$ cat src/rtl/adder_pkg.sv
// Shared definitions for the serial adder family: FSM states, default
// geometry and the counter-width helper.
package adder_pkg;

    typedef enum logic [1:0] {
        IDLE = 2'd0,
        RUN  = 2'd1,
        DONE = 2'd2
    } state_t;

    localparam int WIDTH_DEF = 32;
    localparam int STEP_DEF  = 1;

    // Ceiling log2, never less than 1 so a counter always has a bit.
    function automatic int clog2_min1(input int value);
        int w;
        w = 1;
        while ((1 << w) < value) begin
            w = w + 1;
        end
        return w;
    endfunction

endpackage

$ cat src/rtl/adder_chunk.sv
// Combinational STEP-bit ripple adder built from single-bit full adders.
// c_msb exposes the carry into the top bit so the caller can form signed
// overflow on the final chunk.
module adder_chunk #(
    parameter int STEP = 1
) (
    input  logic [STEP-1:0] a,
    input  logic [STEP-1:0] b,
    input  logic            ci,
    output logic [STEP-1:0] sum,
    output logic            co,
    output logic            c_msb
);

    logic [STEP:0] c_s;

    assign c_s[0] = ci;

    for (genvar i = 0; i < STEP; i++) begin : g_fa
        assign sum[i]   = a[i] ^ b[i] ^ c_s[i];
        assign c_s[i+1] = (a[i] & b[i]) | (c_s[i] & (a[i] ^ b[i]));
    end

    assign co    = c_s[STEP];
    assign c_msb = c_s[STEP-1];

endmodule

$ cat src/rtl/serial_adder_32.sv
// Bit-serial adder: resolves STEP bits per clock, LSB first, behind a
// start/busy/done handshake. Results are registered and held until the
// next operation completes.
module serial_adder_32
    import adder_pkg::*;
#(
    parameter int WIDTH = WIDTH_DEF,
    parameter int STEP  = STEP_DEF
) (
    input  logic             clk,
    input  logic             rst_n,
    input  logic             start,
    input  logic [WIDTH-1:0] x,
    input  logic [WIDTH-1:0] y,
    input  logic             cin,
    output logic             busy,
    output logic             done,
    output logic [WIDTH-1:0] s,
    output logic             cout,
    output logic             ovf
);

    localparam int              N        = WIDTH / STEP;
    localparam int              CNT_W    = clog2_min1(N);
    localparam logic [CNT_W-1:0] LAST_CNT = CNT_W'(N - 1);
    localparam logic [CNT_W-1:0] CNT_ONE  = CNT_W'(1);
    localparam logic [CNT_W-1:0] CNT_ZERO = CNT_W'(0);

    state_t           state_r;
    state_t           state_next_s;
    logic [CNT_W-1:0] cnt_r;
    logic [WIDTH-1:0] x_sh_r;
    logic [WIDTH-1:0] y_sh_r;
    logic [WIDTH-1:0] s_sh_r;
    logic             carry_r;
    logic [WIDTH-1:0] s_r;
    logic             cout_r;
    logic             ovf_r;
    logic             busy_r;
    logic             done_r;

    logic             accept_s;
    logic             last_s;
    logic [STEP-1:0]  sum_chunk_s;
    logic             chunk_co_s;
    logic             chunk_cmsb_s;
    logic [WIDTH-1:0] s_shift_s;

    adder_chunk #(
        .STEP (STEP)
    ) u_chunk (
        .a     (x_sh_r[STEP-1:0]),
        .b     (y_sh_r[STEP-1:0]),
        .ci    (carry_r),
        .sum   (sum_chunk_s),
        .co    (chunk_co_s),
        .c_msb (chunk_cmsb_s)
    );

    // New chunk enters at the top; after N shifts chunk 0 sits at the LSBs.
    assign s_shift_s = {sum_chunk_s, s_sh_r[WIDTH-1:STEP]};

    // State register.
    always_ff @(posedge clk) begin
        if (!rst_n) begin
            state_r <= IDLE;
        end else begin
            state_r <= state_next_s;
        end
    end

    // Next-state logic plus accept/last-chunk strobes.
    always_comb begin
        state_next_s = state_r;
        accept_s     = 1'b0;
        last_s       = 1'b0;
        case (state_r)
            IDLE: begin
                if (start) begin
                    accept_s     = 1'b1;
                    state_next_s = RUN;
                end else begin
                    state_next_s = IDLE;
                end
            end
            RUN: begin
                if (cnt_r == LAST_CNT) begin
                    last_s       = 1'b1;
                    state_next_s = DONE;
                end else begin
                    state_next_s = RUN;
                end
            end
            DONE: begin
                // Back-to-back issue is accepted straight from DONE.
                if (start) begin
                    accept_s     = 1'b1;
                    state_next_s = RUN;
                end else begin
                    state_next_s = IDLE;
                end
            end
            default: begin
                state_next_s = IDLE;
            end
        endcase
    end

    // Operand and partial-sum shift registers, carry register and chunk counter.
    always_ff @(posedge clk) begin
        if (!rst_n) begin
            x_sh_r  <= {WIDTH{1'b0}};
            y_sh_r  <= {WIDTH{1'b0}};
            s_sh_r  <= {WIDTH{1'b0}};
            carry_r <= 1'b0;
            cnt_r   <= CNT_ZERO;
        end else if (accept_s) begin
            x_sh_r  <= x;
            y_sh_r  <= y;
            carry_r <= cin;
            cnt_r   <= CNT_ZERO;
        end else if (state_r == RUN) begin
            x_sh_r  <= x_sh_r >> STEP;
            y_sh_r  <= y_sh_r >> STEP;
            s_sh_r  <= s_shift_s;
            carry_r <= chunk_co_s;
            cnt_r   <= cnt_r + CNT_ONE;
        end else begin
            x_sh_r  <= x_sh_r;
            y_sh_r  <= y_sh_r;
            s_sh_r  <= s_sh_r;
            carry_r <= carry_r;
            cnt_r   <= cnt_r;
        end
    end

    // Registered handshake and result outputs; results move only on the last chunk.
    always_ff @(posedge clk) begin
        if (!rst_n) begin
            busy_r <= 1'b0;
            done_r <= 1'b0;
            s_r    <= {WIDTH{1'b0}};
            cout_r <= 1'b0;
            ovf_r  <= 1'b0;
        end else begin
            busy_r <= (state_next_s == RUN);
            done_r <= (state_next_s == DONE);
            if (last_s) begin
                s_r    <= s_shift_s;
                cout_r <= chunk_co_s;
                ovf_r  <= chunk_cmsb_s ^ chunk_co_s;
            end else begin
                s_r    <= s_r;
                cout_r <= cout_r;
                ovf_r  <= ovf_r;
            end
        end
    end

    assign busy = busy_r;
    assign done = done_r;
    assign s    = s_r;
    assign cout = cout_r;
    assign ovf  = ovf_r;

endmodule

$ cat config.mk
export PLATFORM = sky130hd
export DESIGN_NAME = serial_adder_32
export DESIGN_NICKNAME = d
export VERILOG_FILES = /design/src/rtl/adder_pkg.sv /design/src/rtl/adder_chunk.sv /design/src/rtl/serial_adder_32.sv
export SDC_FILE = /design/constraint.sdc
export NUM_CORES = 1
export LEC_CHECK = 0
export CELL_PAD_IN_SITES_DETAIL_PLACEMENT = 1
export CELL_PAD_IN_SITES_GLOBAL_PLACEMENT = 2
export CORE_MARGIN = 4
export CORE_UTILIZATION = 32
export DETAILED_ROUTE_END_ITERATION = 10
export GPL_ROUTABILITY_DRIVEN = 1
export GPL_TIMING_DRIVEN = 0
export PLACE_DENSITY = 0.9
export SLEW_MARGIN = 40
export SYNTH_ARGS = -nofsm -noshare
export SYNTH_HDL_FRONTEND = slang
export SYNTH_SLANG_ARGS = --single-unit
$ cat constraint.sdc
create_clock -name clk -period 5.7 [get_ports clk]
set_clock_uncertainty 0.2 [all_clocks]
set_input_delay 1.14 -clock clk [delete_from_list [all_inputs] [get_ports clk]]
set_output_delay 1.14 -clock clk [all_outputs]
set_load 0.1 [all_outputs]
After elaboration in Yosys (flattened, before gate mapping):

Index checks and enable logic that the tools add are counted.

* register bits: 140
* latch bits: 0
* bits in writable memories: 0
* ROM bits: 0
* output and inout bits: 36
* memories kept: 0

* add/subtract/negate cells: 1
* multipliers: 0
* div/mod/pow operators: 0
* magnitude comparators: 0
* equality and inequality tests: 5
* shifts and indexed selects: 0
* mux-type cells: 13
* bitwise operators: 8
* reductions and logical operators: 5

Operators by type and width (count)
* 32-bit two-way mux: 4
* 1-bit two-way mux: 7
* 5-bit by 1-bit adder with 5-bit output, second input constant: 1
* 5-bit == test, second input constant: 1
* 2-bit by 1-bit == test with 1-bit output, second input constant: 2
* 2-bit == test, second input constant: 2
* 2-bit case mux with 2 select lines: 1
* 2-bit OR reduction: 2
* 1-bit XOR: 3
* 1-bit bitwise AND: 2
* 2-bit zero test: 1
* 2-bit two-way mux: 1
* 1-bit NOT: 2
* 2-bit AND reduction: 1
* 2-bit nonzero test: 1
* 1-bit bitwise OR: 1

Depth between registers and ports, before layout:

Gate-level depths: netlist of the first run.

* word-level depth: 5
* gate-level depth with buffers: 8
* depth with buffers taken out: 6

Modules after synthesis:

From an unflattened synthesis of the first run, not the netlist that was laid out.

* cell total of the unflattened synthesis: 680
* area total of the unflattened synthesis: 5495.3 um^2

By module, submodules not included
* serial_adder_32: instances 1, cells an instance 678, area each 5467.7 um^2, seq. area each 2782.7 um^2
* adder_chunk: instances 1, cells an instance 2, area each 27.5 um^2, seq. area each 0.0 um^2

Worst setup path after synthesis of the first run:

Ideal clock, no wire load.

* path type: reg2out
* start point: register ovf_r (netlist: ovf)
* end point: output ovf
* data arrival time: 0.925 ns
* data required time: 4.360 ns
* setup slack: 3.435 ns
* cell stages (with the launch flop): 1
* path buffers: 0
* path through: dfxtp_1

RTL lines
* start, declared: line serial_adder_32.sv:38 `logic ovf_r;`
* start signal, assigned: line serial_adder_32.sv:151 `ovf_r <= chunk_cmsb_s ^ chunk_co_s;`
* start signal, assigned: line serial_adder_32.sv:155 `ovf_r <= ovf_r;`
* end, declared: line serial_adder_32.sv:20 `output logic ovf`

No word-level cell between the ends.

Worst setup path in the final report of the first run:

* start point: register s_r[2] (netlist: s[2])
* end point: output s[2]

RTL lines
* start, declared: line serial_adder_32.sv:36 `logic [WIDTH-1:0] s_r;`
* start signal, assigned: line serial_adder_32.sv:142 `s_r <= {WIDTH{1'b0}};`
* start signal, assigned: line serial_adder_32.sv:149 `s_r <= s_shift_s;`
* start signal, assigned: line serial_adder_32.sv:153 `s_r <= s_r;`
* end, declared: line serial_adder_32.sv:18 `output logic [WIDTH-1:0] s,`

No word-level cell between the ends.

==> key figures, run 1 <==
Worst setup path
  – Startpoint types: flop
  – CP Data Required Time: 4.36 ns
  – Worst path arrival time: 1.23 ns
  – Max incr delay on CP: 0.45 ns
  – Worst path cell trace: buf_2
  – Type of element capturing the critical path: output pin
  – CP top delay family: buffers and inverters
  – Critical Path Fanout Max: 2
  – Slowest-stage cell, CP: buf_2
  – Crit path kind: flop to output pin
  – Buf/Inv on CP: 1

Global routing
  – First-pass GRT wire length: 25730 um
  – Vias in the first global route: 5306
  – Total GRT Usage: 16.11%
  – Antenna violations before repair: 0
  – Pin count of the biggest net entering global routing: 17
  – Total grt overflow: 0

Route
  – Total number of vias: 4995
  – Antenna Nets Post-Route: 0
  – Drt drc: 0
  – Initial detailed-routing violation count: 167
  – Via density per instance: 4.835
  – Drt wl/cell: 14.77 um
  – Final WL: 15260 um
  – First-pass DRT Iterations: 5

Placement
  – Number of I/O port buffers: 102
  – HPWL Detailed: 11330 um
  – Placed Area: 0.006603 mm^2
  – GPL Wtd Cong: 0.7528
  – Pre-CTS setup slack: 2.829 ns

Power and ir drop
  – Peak supply drop: 209.0 uV
  – Net Sw Power: 0.5732 mW
  – Combinational share of power: 9.0%
  – Lkg Pwr: 2.673 nW
  – Internal power: 1.906 mW
  – Sw Share: 23.12%
  – Pwr Density: 341.5 mW/mm^2
  – Flop pwr share: 42.0%
  – Clock power share: 49.0%

CTS
  – CTS resizes: 0
  – Clock Sinks: 139
  – Total CTS buffers: 17
  – Hold-fix buffers, CTS: 0
  – Worst-Skew Late Latency: 0.41 ns
  – Clock Tree Buf Depth: 2
  – CTS tree: yes
  – H-tree depth: 4
  – Postcts setup bufs: 0
  – Reg clk slew, reported paths: 0.06 ns
  – Root Buffer: clkbuf_16

Logic synthesis
  – Syn avg cell area: 8.080 um^2
  – Synth top area share: 50.72%
  – Register bit total from synthesis: 139
  – Sequential cell area fraction in the yosys report: 50.72%
  – Cells after Synth: 679
  – Yosys warns: 0
  – Post-synth ARST share: 0%
  – Synth unique cells: 28
  – Main synth FF type: dfxtp_1
  – Post-synth EDFFs: 0
  – Mapped Area: 0.005487 mm^2
  – Post-synthesis net count: 750
  – Most area-consuming cells after synthesis: dfxtp_1 (51%), nand2_1 (18%), a31oi_1 (6.8%), o21ai_0 (5.7%), a21boi_0 (4.9%)
  – Post-synth top area cell: dfxtp_1

Timing
  – Pins Over Slew Limit: 0
  – Tcrit/Tclk final: 45.03%
  – Rel. slew slack: 67.22%
  – Hold WS: 0.2485 ns
  – Setup-failing EPs final: 0
  – Tightest Pin Transition: 0.4951 ns
  – Setup TNS: 0 ns
  – Final hold vios: 0
  – Highest clock rate: 389.6 MHz
  – Unrepaired setup endpoints after global routing: false
  – Tmin final: 2.567 ns
  – Setup ws final: 3.133 ns

Final layout
  – Antenna diode count: 0
  – Nets: 871
  – Area Growth Syn to Fin: 32.34%
  – Post-Layout Inst Area: 0.007261 mm^2
  – Share of cells above drive strength 1: 13.04%
  – Most frequent cells in the layout: nand2_1 (258), dfxtp_1 (139), buf_2 (67)
  – Most common cell after layout, fill and taps aside: nand2_1

Floorplan
  – Initial Util: 32.85%
  – Core footprint: 0.01670 mm^2
  – I/O Pins: 104
  – Die Area: 0.01930 mm^2
  – Die width: 138.9 um
  – Num rows: 47
  – Die Ht: 138.9 um

Flow run
  – Max cap viols: 0

Min path
  – Hold Crit Class: flop to flop

Status
  – Status: finished clean
layout make-up:
type | instances | area, um^2
clock buffer | 18 | 439.2
sequential | 139 | 2783
timing repair buffer | 102 | 840.8
clock inverter | 14 | 219.0
multi-input combinational | 482 | 2409
fill | 2001 | 9440
buffer | 58 | 295.3
tap | 220 | 275.3
flip-flops by register name, summed over array words and instances (netlist names):
name,cells
s,32
x_sh_r,32
y_sh_r,32
s_sh_r,31
cnt_r,5
state_r,2
busy,1
carry_r,1
cout,1
done,1
ovf,1
routing by layer:
metal	global-route usage, %	wire, um	vias up
met5	0	0	-
met4	5.098	213	0
met3	3.828	492	18
met2	28.18	7621	91
met1	19.59	6929	2356
li1	-	-	2530
cells in the mapped netlist, types with 2 or more instances:
cell type	count
buf_4	2
xnor2_1	2
dfxtp_1	139
a21boi_0	36
a21oi_1	4
a21boi_1	32
buf_2	31
a22oi_1	3
o21ai_0	62
a31oi_1	60
nor2_1	2
nand3_1	5
nand2b_1	2
nand3b_1	2
nand2_1	258
and2_1	4
ha_1	2
buf_6	4
clkbuf_1	20
worst reg2reg max path: stages (launching register included):
cell and delay [ns]:
dfxtp_1 0.33, ha_1 0.23, and3_1 0.19, ha_1 0.21, nand3b_1 0.27, clkbuf_1 0.37
nand2_1 0.11, a21boi_1 0.18
per-stage QoR:
step                      total power, mW  util, %  cells
final                               2.479    43.47   1033
after global routing                2.592    43.47   1033
after CTS                           2.511    43.47   1033
after detailed placement            1.288    39.53   1001
after global placement              1.277    40.61   1001
after floorplan                     1.187        -    679
logic make-up after synthesis:
kind of cell / count (synthesis) / share of synthesized area, %
xor gates and xnor gates: 3 / 0.4790
DFF: 139 / 50.72
and+or+nand+nor: 278 / 19.84
AOI/OAI and AO/OA: 198 / 22.76
buffers and inverters: 58 / 5.382
adders and majority gates: 3 / 0.8209
final timing paths:
path                               from                 end  slack, ns  cells after the start
setup / recovery      s[2]$_SDFFE_PN0P_                s[2]       3.13                      1
hold / removal       s[26]$_SDFFE_PN0P_  s[26]$_SDFFE_PN0P_       0.25                      2
setup reg to reg  cnt_r[0]$_SDFFE_PP0N_  s[16]$_SDFFE_PN0P_       3.53                      7
hold reg to reg      s[26]$_SDFFE_PN0P_  s[26]$_SDFFE_PN0P_       0.25                      2
power by group through the flow:
stage	logic [mW]	clock network, mW	registers [mW]
2_1_floorplan	0.129	0	1.06
3_3_place_gp	0.218	0	1.06
3_5_place_dp	0.226	0	1.06
4_1_cts	0.228	1.24	1.04
5_1_grt	0.252	1.29	1.05
6_report	0.224	1.21	1.04
Note: power is estimated with default switching activity, not from simulation.
==> run 2, diff against run 1 <==
--- a/config.mk
+++ b/config.mk
@@ -8,11 +8,11 @@
 export CELL_PAD_IN_SITES_DETAIL_PLACEMENT = 1
 export CELL_PAD_IN_SITES_GLOBAL_PLACEMENT = 2
 export CORE_MARGIN = 4
-export CORE_UTILIZATION = 32
+export CORE_UTILIZATION = 30
 export DETAILED_ROUTE_END_ITERATION = 10
 export GPL_ROUTABILITY_DRIVEN = 1
 export GPL_TIMING_DRIVEN = 0
-export PLACE_DENSITY = 0.9
+export PLACE_DENSITY = 0.85
 export SLEW_MARGIN = 40
 export SYNTH_ARGS = -nofsm -noshare
 export SYNTH_HDL_FRONTEND = slang
==> constraint.sdc (replaced) <==
create_clock -name clk -period 2.5 [get_ports clk]
set_clock_uncertainty 0.2 [all_clocks]
set_input_delay 0.5 -clock clk [delete_from_list [all_inputs] [get_ports clk]]
set_output_delay 0.5 -clock clk [all_outputs]
set_load 0.1 [all_outputs]
==> run 2 against run 1 <==
Net effect:
- largest cell class unchanged
- global-route usage down 0.94 points
- sequential share of layout area about the same
- die area up 6.3%
- clock-buffer cell count is 4 higher
- largest power group unchanged
- non-clock buffer count is the same
- first-iteration DRC count shrank 13%
- critical endpoint is now s[29]$_SDFFE_PN0P_
==> key figures, run 2 (synthesized netlist as in run 1, its figures left out) <==
Status
  – Status: finished clean

Final layout
  – Antenna diode count: 0 (unchanged)
  – Filler Cell Count: 2152 (+7.5%)
  – Nets: 871 (unchanged)
  – Most frequent cells in the layout: nand2_1 (258), dfxtp_1 (139), buf_2 (67)
  – Share of cells above drive strength 1: 12.92% (-0.12 points)
  – Post-Route Utilization: 40.41% (-3.1 points)
  – Most common cell after layout, fill and taps aside: nand2_1
  – Area Growth Syn to Fin: 32.31% (about the same)
  – Final non-filler cell total: 1042 (+0.87%)

CTS
  – Clock Tree Buf Depth: 2 (unchanged)
  – Worst-Skew Late Latency: 0.42 ns (about the same)
  – Clock Sinks: 139 (unchanged)
  – H-tree depth: 4 (unchanged)
  – Root Buffer: clkbuf_16
  – CTS resizes: 0 (unchanged)
  – CTS tree: yes
  – Postcts setup bufs: 0 (unchanged)
  – Hold-fix buffers, CTS: 0 (unchanged)
  – Reg clk slew, reported paths: 0.06 ns (about the same)
  – Total CTS buffers: 17 (unchanged)

Timing
  – Setup TNS: 0 ns (unchanged)
  – Highest clock rate: 445.7 MHz
  – Tightest Pin Transition: 0.4802 ns (-0.01495 ns)
  – Setup ws final: 0.2564 ns (-2.877 ns)
  – Pins Over Slew Limit: 0 (unchanged)
  – Setup-failing EPs final: 0 (unchanged)
  – Unrepaired setup endpoints after global routing: false
  – Tmin final: 2.244 ns
  – Hold WS: 0.2509 ns (+0.002419 ns)
  – Tcrit/Tclk final: 89.74%
  – Rel. slew slack: 67.99% (+0.77 points)
  – Final hold vios: 0 (unchanged)

Worst setup path
  – R2R setup slack: 0.26 ns (-3.27 ns)
  – R2r startpoint: cnt_r[0]$_SDFFE_PP0N_
  – Type of element capturing the critical path: flop
  – Worst path cell trace: ha_1 > and3_1 > ha_1 > nand3b_1 > clkbuf_1 > nand2_1 > a21boi_1
  – Slowest-stage cell, CP: clkbuf_1
  – Crit path kind: flop to flop
  – CP Launch Point: cnt_r[0]$_SDFFE_PP0N_
  – R2r endpoint: s[29]$_SDFFE_PN0P_
  – Critical Path Fanout Max: 10 (+8)
  – Max incr delay on CP: 0.43 ns (-0.02 ns)
  – CP top delay family: simple AND/OR/NAND/NOR gates
  – Startpoint types: flop
  – Worst path arrival time: 2.39 ns (+1.16 ns)
  – Worst Reg-to-Reg Cells: 7 (unchanged)
  – Critical Path Most Common Cell: ha_1
  – CP Data Required Time: 2.65 ns (-1.71 ns)
  – Buf/Inv on CP: 1 (unchanged)

Power and ir drop
  – Lkg Pwr: 2.666 nW (-0.29%)
  – Peak supply drop: 466.5 uV (+120%)
  – Pwr Density: 773.5 mW/mm^2 (+130%)

Placement
  – GPL Wtd Cong: 0.7454 (-0.98%)
  – Placed insts: 1010 (+0.90%)
  – Number of I/O port buffers: 102 (unchanged)
  – Pre-CTS setup slack: 0.2442 ns (-2.585 ns)
  – HPWL Detailed: 11030 um (-2.6%)

Route
  – First-pass DRT Iterations: 6 (+1)
  – Drt drc: 0 (unchanged)
  – Total number of vias: 4960 (-0.70%)
  – Final WL: 15110 um (-0.97%)
  – Drt wl/cell: 14.50 um (-1.8%)
  – Via density per instance: 4.760 (-1.6%)
  – Antenna Nets Post-Route: 0 (unchanged)
  – Initial detailed-routing violation count: 146 (-13%)

Global routing
  – Vias in the first global route: 5147 (-3.0%)
  – First-pass GRT wire length: 25050 um (-2.7%)
  – Total grt overflow: 0 (unchanged)
  – Antenna violations before repair: 0 (unchanged)
  – Total GRT Usage: 15.17% (-0.94 points)
  – Pin count of the biggest net entering global routing: 17 (unchanged)

Floorplan
  – Core footprint: 0.01796 mm^2 (+7.6%)
  – Die Area: 0.02052 mm^2 (+6.3%)
  – Die Ht: 143.2 um (+3.1%)
  – I/O Pins: 104 (unchanged)
  – Initial Util: 30.54% (-2.3 points)
  – Num rows: 49 (+4.3%)
  – Die width: 143.2 um (+3.1%)

Flow run
  – Max cap viols: 0 (unchanged)

Min path
  – Hold endpoint: s[19]$_SDFFE_PN0P_
  – Worst Hold Launch: s[19]$_SDFFE_PN0P_
  – Hold depth: 2 (unchanged)
  – Hold Crit Class: flop to flop
-- run 2: cell types whose count changed in the layout (fill, tap and decap cells not counted) --
cell	previous run	this run
bufinv_16	5	4
clkinvlp_4	2	3
clkbuf_8	1	4
clkbuf_1	20	21
clkinv_4	4	0
-- run 2: routing by layer --
metal | GRT usage (%) | vias to the layer above | part of all wire [%]
li1 | - | 2527 | -
met1 | 19.37 | 2321 | 47
met2 | 25.59 | 95 | 48
met3 | 3.382 | 17 | 3.8
met4 | 4.807 | 0 | 1.4
met5 | 0 | - | 0
-- run 2: layout make-up --
type | instances | area, um^2 | area share [%]
Timing Repair Buffer | 102 | 840.8 | 11.58
Tap cell | 229 | 286.5 | 3.947
Clock buffer | 22 | 484.2 | 6.670
Sequential cell | 139 | 2783 | 38.33
Multi-Input combinational cell | 482 | 2409 | 33.18
Buffer | 58 | 295.3 | 4.068
Clock inverter | 10 | 161.4 | 2.223
-- run 2: how the worst max path moves through the flow --
stage	cells past startpoint	end
final	7	s[29]$_SDFFE_PN0P_
after global routing	7	s[29]$_SDFFE_PN0P_
after CTS	7	s[29]$_SDFFE_PN0P_
after detailed placement	6	y_sh_r[14]$_SDFFE_PN0P_
after global placement	6	y_sh_r[20]$_SDFFE_PN0P_
after floorplan	7	ovf$_SDFFE_PN0P_
-- run 2: worst min-delay path, stage by stage (launching register included) --
cell      delay, ns
dfxtp_1        0.31
nand2_1        0.05
a21boi_1       0.05
-- run 2: report_power, final --
group | total, mW | internal (mW) | leakage [nW] | switching [mW]
Combinational | 0.509 | 0.228 | 1.22 | 0.282
Clock | 2.73 | 1.78 | 0.309 | 0.957
Sequential | 2.37 | 2.32 | 1.14 | 0.0564
-- run 2: stage by stage --
step | total power [mW] | instance area, um^2
2_1_floorplan | 2.707 | 5487
3_5_place_dp | 2.937 | 6614
3_3_place_gp | 2.914 | 6794
6_report | 5.615 | 7259
5_1_grt | 5.849 | 7259
4_1_cts | 5.678 | 7259
